[src/rtl/button_conditioner.sv]
// Push-button front end: per-bit 2-FF synchroniser, debounce, press strobe and
// optional auto-repeat. All outputs are registered and every bit is independent.
module button_conditioner #(
  parameter int               N_BTN         = 9,
  parameter int               DEBOUNCE_CYC  = 500000,
  parameter logic [N_BTN-1:0] REPEAT_MASK   = 9'h00F,
  parameter int               REPEAT_DELAY  = 50000000,
  parameter int               REPEAT_PERIOD = 12500000
) (
  input  logic             clk,
  input  logic             rst,
  input  logic [N_BTN-1:0] btn_raw,
  output logic [N_BTN-1:0] btn_level,
  output logic [N_BTN-1:0] btn_pulse
);

  localparam int CW   = $clog2(DEBOUNCE_CYC);
  localparam int RMAX = (REPEAT_DELAY > REPEAT_PERIOD) ? REPEAT_DELAY : REPEAT_PERIOD;
  localparam int RW   = $clog2(RMAX);

  localparam logic [CW-1:0] DB_LAST  = CW'(DEBOUNCE_CYC - 1);
  localparam logic [RW-1:0] DLY_LAST = RW'(REPEAT_DELAY - 1);
  localparam logic [RW-1:0] PER_LAST = RW'(REPEAT_PERIOD - 1);

  typedef enum logic [1:0] {
    ST_IDLE = 2'd0,
    ST_WAIT = 2'd1,
    ST_RPT  = 2'd2
  } rpt_state_t;

  logic [N_BTN-1:0] sync1_r;
  logic [N_BTN-1:0] sync2_r;
  logic [N_BTN-1:0] level_r;
  logic [N_BTN-1:0] pulse_r;
  logic [N_BTN-1:0] level_s;
  logic [N_BTN-1:0] pulse_s;
  logic [CW-1:0]    cnt_r  [N_BTN];
  logic [CW-1:0]    cnt_s  [N_BTN];
  rpt_state_t       state_r[N_BTN];
  rpt_state_t       state_s[N_BTN];
  logic [RW-1:0]    rcnt_r [N_BTN];
  logic [RW-1:0]    rcnt_s [N_BTN];

  // Debounce: a change is accepted only after DEBOUNCE_CYC consecutive disagreeing samples.
  always_comb begin
    level_s = level_r;
    for (int i = 0; i < N_BTN; i++) begin
      cnt_s[i] = '0;
      if (sync2_r[i] == level_r[i]) begin
        cnt_s[i] = '0;
      end else if (cnt_r[i] == DB_LAST) begin
        level_s[i] = sync2_r[i];
        cnt_s[i]   = '0;
      end else begin
        cnt_s[i] = cnt_r[i] + 1'b1;
      end
    end
  end

  // Press strobe plus auto-repeat; a falling level aborts the repeat in the same cycle.
  always_comb begin
    pulse_s = level_s & ~level_r;
    for (int i = 0; i < N_BTN; i++) begin
      state_s[i] = state_r[i];
      rcnt_s[i]  = rcnt_r[i];
      if (!REPEAT_MASK[i] || !level_s[i]) begin
        state_s[i] = ST_IDLE;
        rcnt_s[i]  = '0;
      end else begin
        case (state_r[i])
          ST_IDLE: begin
            if (pulse_s[i]) begin
              state_s[i] = ST_WAIT;
              rcnt_s[i]  = '0;
            end else begin
              state_s[i] = ST_IDLE;
            end
          end
          ST_WAIT: begin
            if (rcnt_r[i] == DLY_LAST) begin
              pulse_s[i] = 1'b1;
              rcnt_s[i]  = '0;
              state_s[i] = ST_RPT;
            end else begin
              rcnt_s[i] = rcnt_r[i] + 1'b1;
            end
          end
          ST_RPT: begin
            if (rcnt_r[i] == PER_LAST) begin
              pulse_s[i] = 1'b1;
              rcnt_s[i]  = '0;
            end else begin
              rcnt_s[i] = rcnt_r[i] + 1'b1;
            end
          end
          default: begin
            state_s[i] = ST_IDLE;
            rcnt_s[i]  = '0;
          end
        endcase
      end
    end
  end

  // Synchroniser, debounced level and output strobe registers.
  always_ff @(posedge clk or negedge rst) begin
    if (!rst) begin
      sync1_r <= '0;
      sync2_r <= '0;
      level_r <= '0;
      pulse_r <= '0;
      for (int i = 0; i < N_BTN; i++) begin
        cnt_r[i] <= '0;
      end
    end else begin
      sync1_r <= btn_raw;
      sync2_r <= sync1_r;
      level_r <= level_s;
      pulse_r <= pulse_s;
      for (int i = 0; i < N_BTN; i++) begin
        cnt_r[i] <= cnt_s[i];
      end
    end
  end

  // Auto-repeat state and interval counters.
  always_ff @(posedge clk or negedge rst) begin
    if (!rst) begin
      for (int i = 0; i < N_BTN; i++) begin
        state_r[i] <= ST_IDLE;
        rcnt_r[i]  <= '0;
      end
    end else begin
      for (int i = 0; i < N_BTN; i++) begin
        state_r[i] <= state_s[i];
        rcnt_r[i]  <= rcnt_s[i];
      end
    end
  end

  assign btn_level = level_r;
  assign btn_pulse = pulse_r;

endmodule

[config.mk]
export PLATFORM = sky130hd
export DESIGN_NAME = button_conditioner
export DESIGN_NICKNAME = d
export VERILOG_FILES = /design/src/rtl/button_conditioner.sv
export SDC_FILE = /design/constraint.sdc
export NUM_CORES = 1
export LEC_CHECK = 0
export ABC_AREA = 1
export CAP_MARGIN = 20
export CORE_ASPECT_RATIO = 1.4
export CORE_UTILIZATION = 60
export DETAILED_ROUTE_END_ITERATION = 10
export GPL_TIMING_DRIVEN = 0
export PLACE_DENSITY = 0.74
export SLEW_MARGIN = 10
export SYNTH_ARGS = -nofsm -noshare
export SYNTH_HDL_FRONTEND = slang
export SYNTH_SLANG_ARGS = --single-unit
[constraint.sdc]
create_clock -name clk -period 4.64 [get_ports clk]
set_input_delay 0.928 -clock clk [delete_from_list [all_inputs] [get_ports clk]]
set_output_delay 0.928 -clock clk [all_outputs]
set_load 0.005 [all_outputs]
==> out/results.tsv <==
metric	value	unit
CP Launch Type	flop	
RSZ-0062 raised after global routing	false	
io pins	29	
Final ANT Viol Nets	0	
CTS H-tree depth	2	
top-count cell post-synth	nand2_1	
post-synthesis sequential area ratio	43.08	%
final setup fails	0	
Clk pin slew, worst setup/hold paths	0.06	ns
Root Driver	clkbuf_16	
CP Data Arrival Time	1.53	ns
post-CTS resize count	0	
Final Hold Vio Count	0	
TritonCTS clock tree	yes	
Worst EP required	3.71	ns
CP peak stage delay	0.54	ns
top cell type's share of synthesized area	43.08	%
clock insertion delay at the later pin of the skew report	0.53	ns
I/O Buffers	28	
post-route cell area	20550	um^2
placed wire-length estimate	30510	um
Total GRT Usage	27.09	%
Ant. Diodes	0	
Post-Synthesis Cells	2531	
drt first pass iters	5	
Synth area leaders	dfrtp_1 43%, nand2_1 12%, nor2_1 9.0%, inv_1 6.9%, nand3_1 4.8%	
Yosys warning total	0	
die area	31600	um^2
pwr dens	283.0	nW/um^2
flops & latches, synth	319	
initial core utilization	61.32	%
first-pass GRT wire length	70630	um
Fmax	0.4069	GHz
Pwr Total	5.815	mW
via count	16332	
cts hold-fix bufs	0	
Primary FF master, synth	dfrtp_1	
largest net degree at the start of global routing	109	
crit path kind	flop to primary output	
Reg2Reg Launch Point	rcnt_r[208]	
DRC violations left	0	
layout cell share with drive strength beyond 1	5.528	%
Post-synth EDFFs	0	
average routed wire per standard cell	13.80	um
Post-DP Area	19380	um^2
Die X	150.5	um
syn_nets	2571	
Congestion Overflow GR	0	
FP Rows	75	
initial antenna violation count	0	
Clock Skews	0.02841	ns
min Tclk post-route	2.457	ns
setup slack at placement	2.264	ns
CP Cell Sequence	clkdlybuf4s50_1	
Crit. Startpoint	btn_level[2]	
Yosys top cell by area	dfrtp_1	
Leakage	9.096	nW
Core ar.	30220	um^2
Worst Setup Slack, final	2.183	ns
Synth Cell Area	18530	um^2
actual slew at the worst max-slew pin	0.8511	ns
syn_area_per_cell	7.320	um^2
Slew headroom	42.85	%
VDD IR max	0.0002720	V
vias per cell	5.430	
Max Slew Vio Count	0	
outcome	complete, no violations	
CTS Buf Count	35	
Synth async-reset ratio	100.0	%
clock sinks	319	
Max FO, Critical Path	6	
HP Class	input port to async pin	
Placer Congestion	0.9335	
Worst setup EP type	primary output	
CP max-delay cell	clkdlybuf4s50_1	
vias in the first global route	16044	
Commonest cells post-synth	607 x nand2_1, 444 x nor2_1, 339 x inv_1, 319 x dfrtp_1, 177 x nand3_1	
area added between synthesis and finish	10.91	%
drt initial violations	820	
Total Nets Final	2639	
Yosys cell types	51	
max-cap viol count	0	
Final Cycle Share	52.96	%
final WL	41520	um
Die Y-Extent	209.9	um
CP Buf/Inv Count	1	
Largest delay share family, worst path	buffers and inverters	
CTS max path bufs	3	
post-CTS setup buffers	0	
-- final cells by class --
| type | count | area (um^2) |
|---|---|---|
| fillers | 2652 | 9668 |
| clock buffers | 50 | 1012 |
| flip-flops and latches | 319 | 7983 |
| repair buffers | 31 | 367.9 |
| clock inverters | 11 | 158.9 |
| multi-input cells | 1842 | 9081 |
| well taps | 385 | 481.7 |
| inverters | 347 | 1308 |
| plain buffers | 23 | 156.4 |
-- layer usage --
layer  part of all wire, %  vias up  track usage (%)
li1                      -     8292                -
met1                    41     7625            30.69
met2                    52      324            50.50
met3                   3.2       91            3.565
met4                   2.9        0            10.59
met5                     0        -                0
-- metrics by stage --
step / std cells / utilization, % / hold slack (ns) / TNS (ns)
after detailed placement: 2947 / 64.13 / 0.3362 / 0
final: 3008 / 68.00 / 0.2886 / 0
after CTS: 3008 / 68.00 / 0.2747 / 0
after global routing: 3008 / 68.00 / 0.2916 / 0
after global placement: 2944 / 63.84 / 0.3332 / -3487.78
after floorplan: 2531 / - / 0.3312 / 0
-- state kept, by name, indices dropped and copies added (netlist names) --
name / flops
btn_level: 9
btn_pulse: 9
cnt_r: 171
rcnt_r: 104
state_r: 8
sync1_r: 9
sync2_r: 9
-- cell usage in the layout (no fill, tap or decap), drive strengths merged, types with 24 or more instances in the layout --
| cell type | synthesis | layout |
|---|---|---|
| ha | 29 | 29 |
| a21oi | 75 | 75 |
| o21ai | 61 | 61 |
| nand2 | 623 | 623 |
| inv | 347 | 348 |
| buf | 20 | 24 |
| nor2 | 469 | 469 |
| nand4 | 116 | 116 |
| clkdlybuf4s50 | 0 | 27 |
| nand3 | 181 | 181 |
| dfrtp | 319 | 319 |
| clkbuf | 3 | 53 |
| nor3 | 89 | 89 |
| xor2 | 75 | 75 |
-- final timing paths --
check | endpoint | slack [ns] | cells after the start
setup / recovery | btn_level[2] | 2.18 | 1
hold / removal | rcnt_r[222] | 0.29 | 1
setup reg to reg | rcnt_r[229] | 2.24 | 10
hold reg to reg | sync2_r[0] | 0.35 | 0
max in group asynchronous | cnt_r[142] | 3.16 | 3
min in group clk | sync2_r[0] | 0.35 | 0
-- kinds of logic (layout without fill, tap and decap cells) --
family,Yosys count,after routing,synth area share (%)
xor gates and xnor gates,92,92,4.349
muxes,3,3,0.1823
buffers and inverters,370,462,7.901
DFF,319,319,43.08
AOI/OAI and AO/OA,183,183,5.578
adders and majority gates,29,29,1.958
and+or+nand+nor,1535,1535,36.95
-- power breakdown --
| part | leakage [nW] | total, mW | switching (mW) | internal [mW] |
|---|---|---|---|---|
| Clock | 0.582 | 2.84 | 1.10 | 1.74 |
| Combinational | 4.12 | 0.146 | 0.105 | 0.0409 |
| Sequential | 4.39 | 2.83 | 0.0235 | 2.81 |
Note: power is estimated with default switching activity, not from simulation.
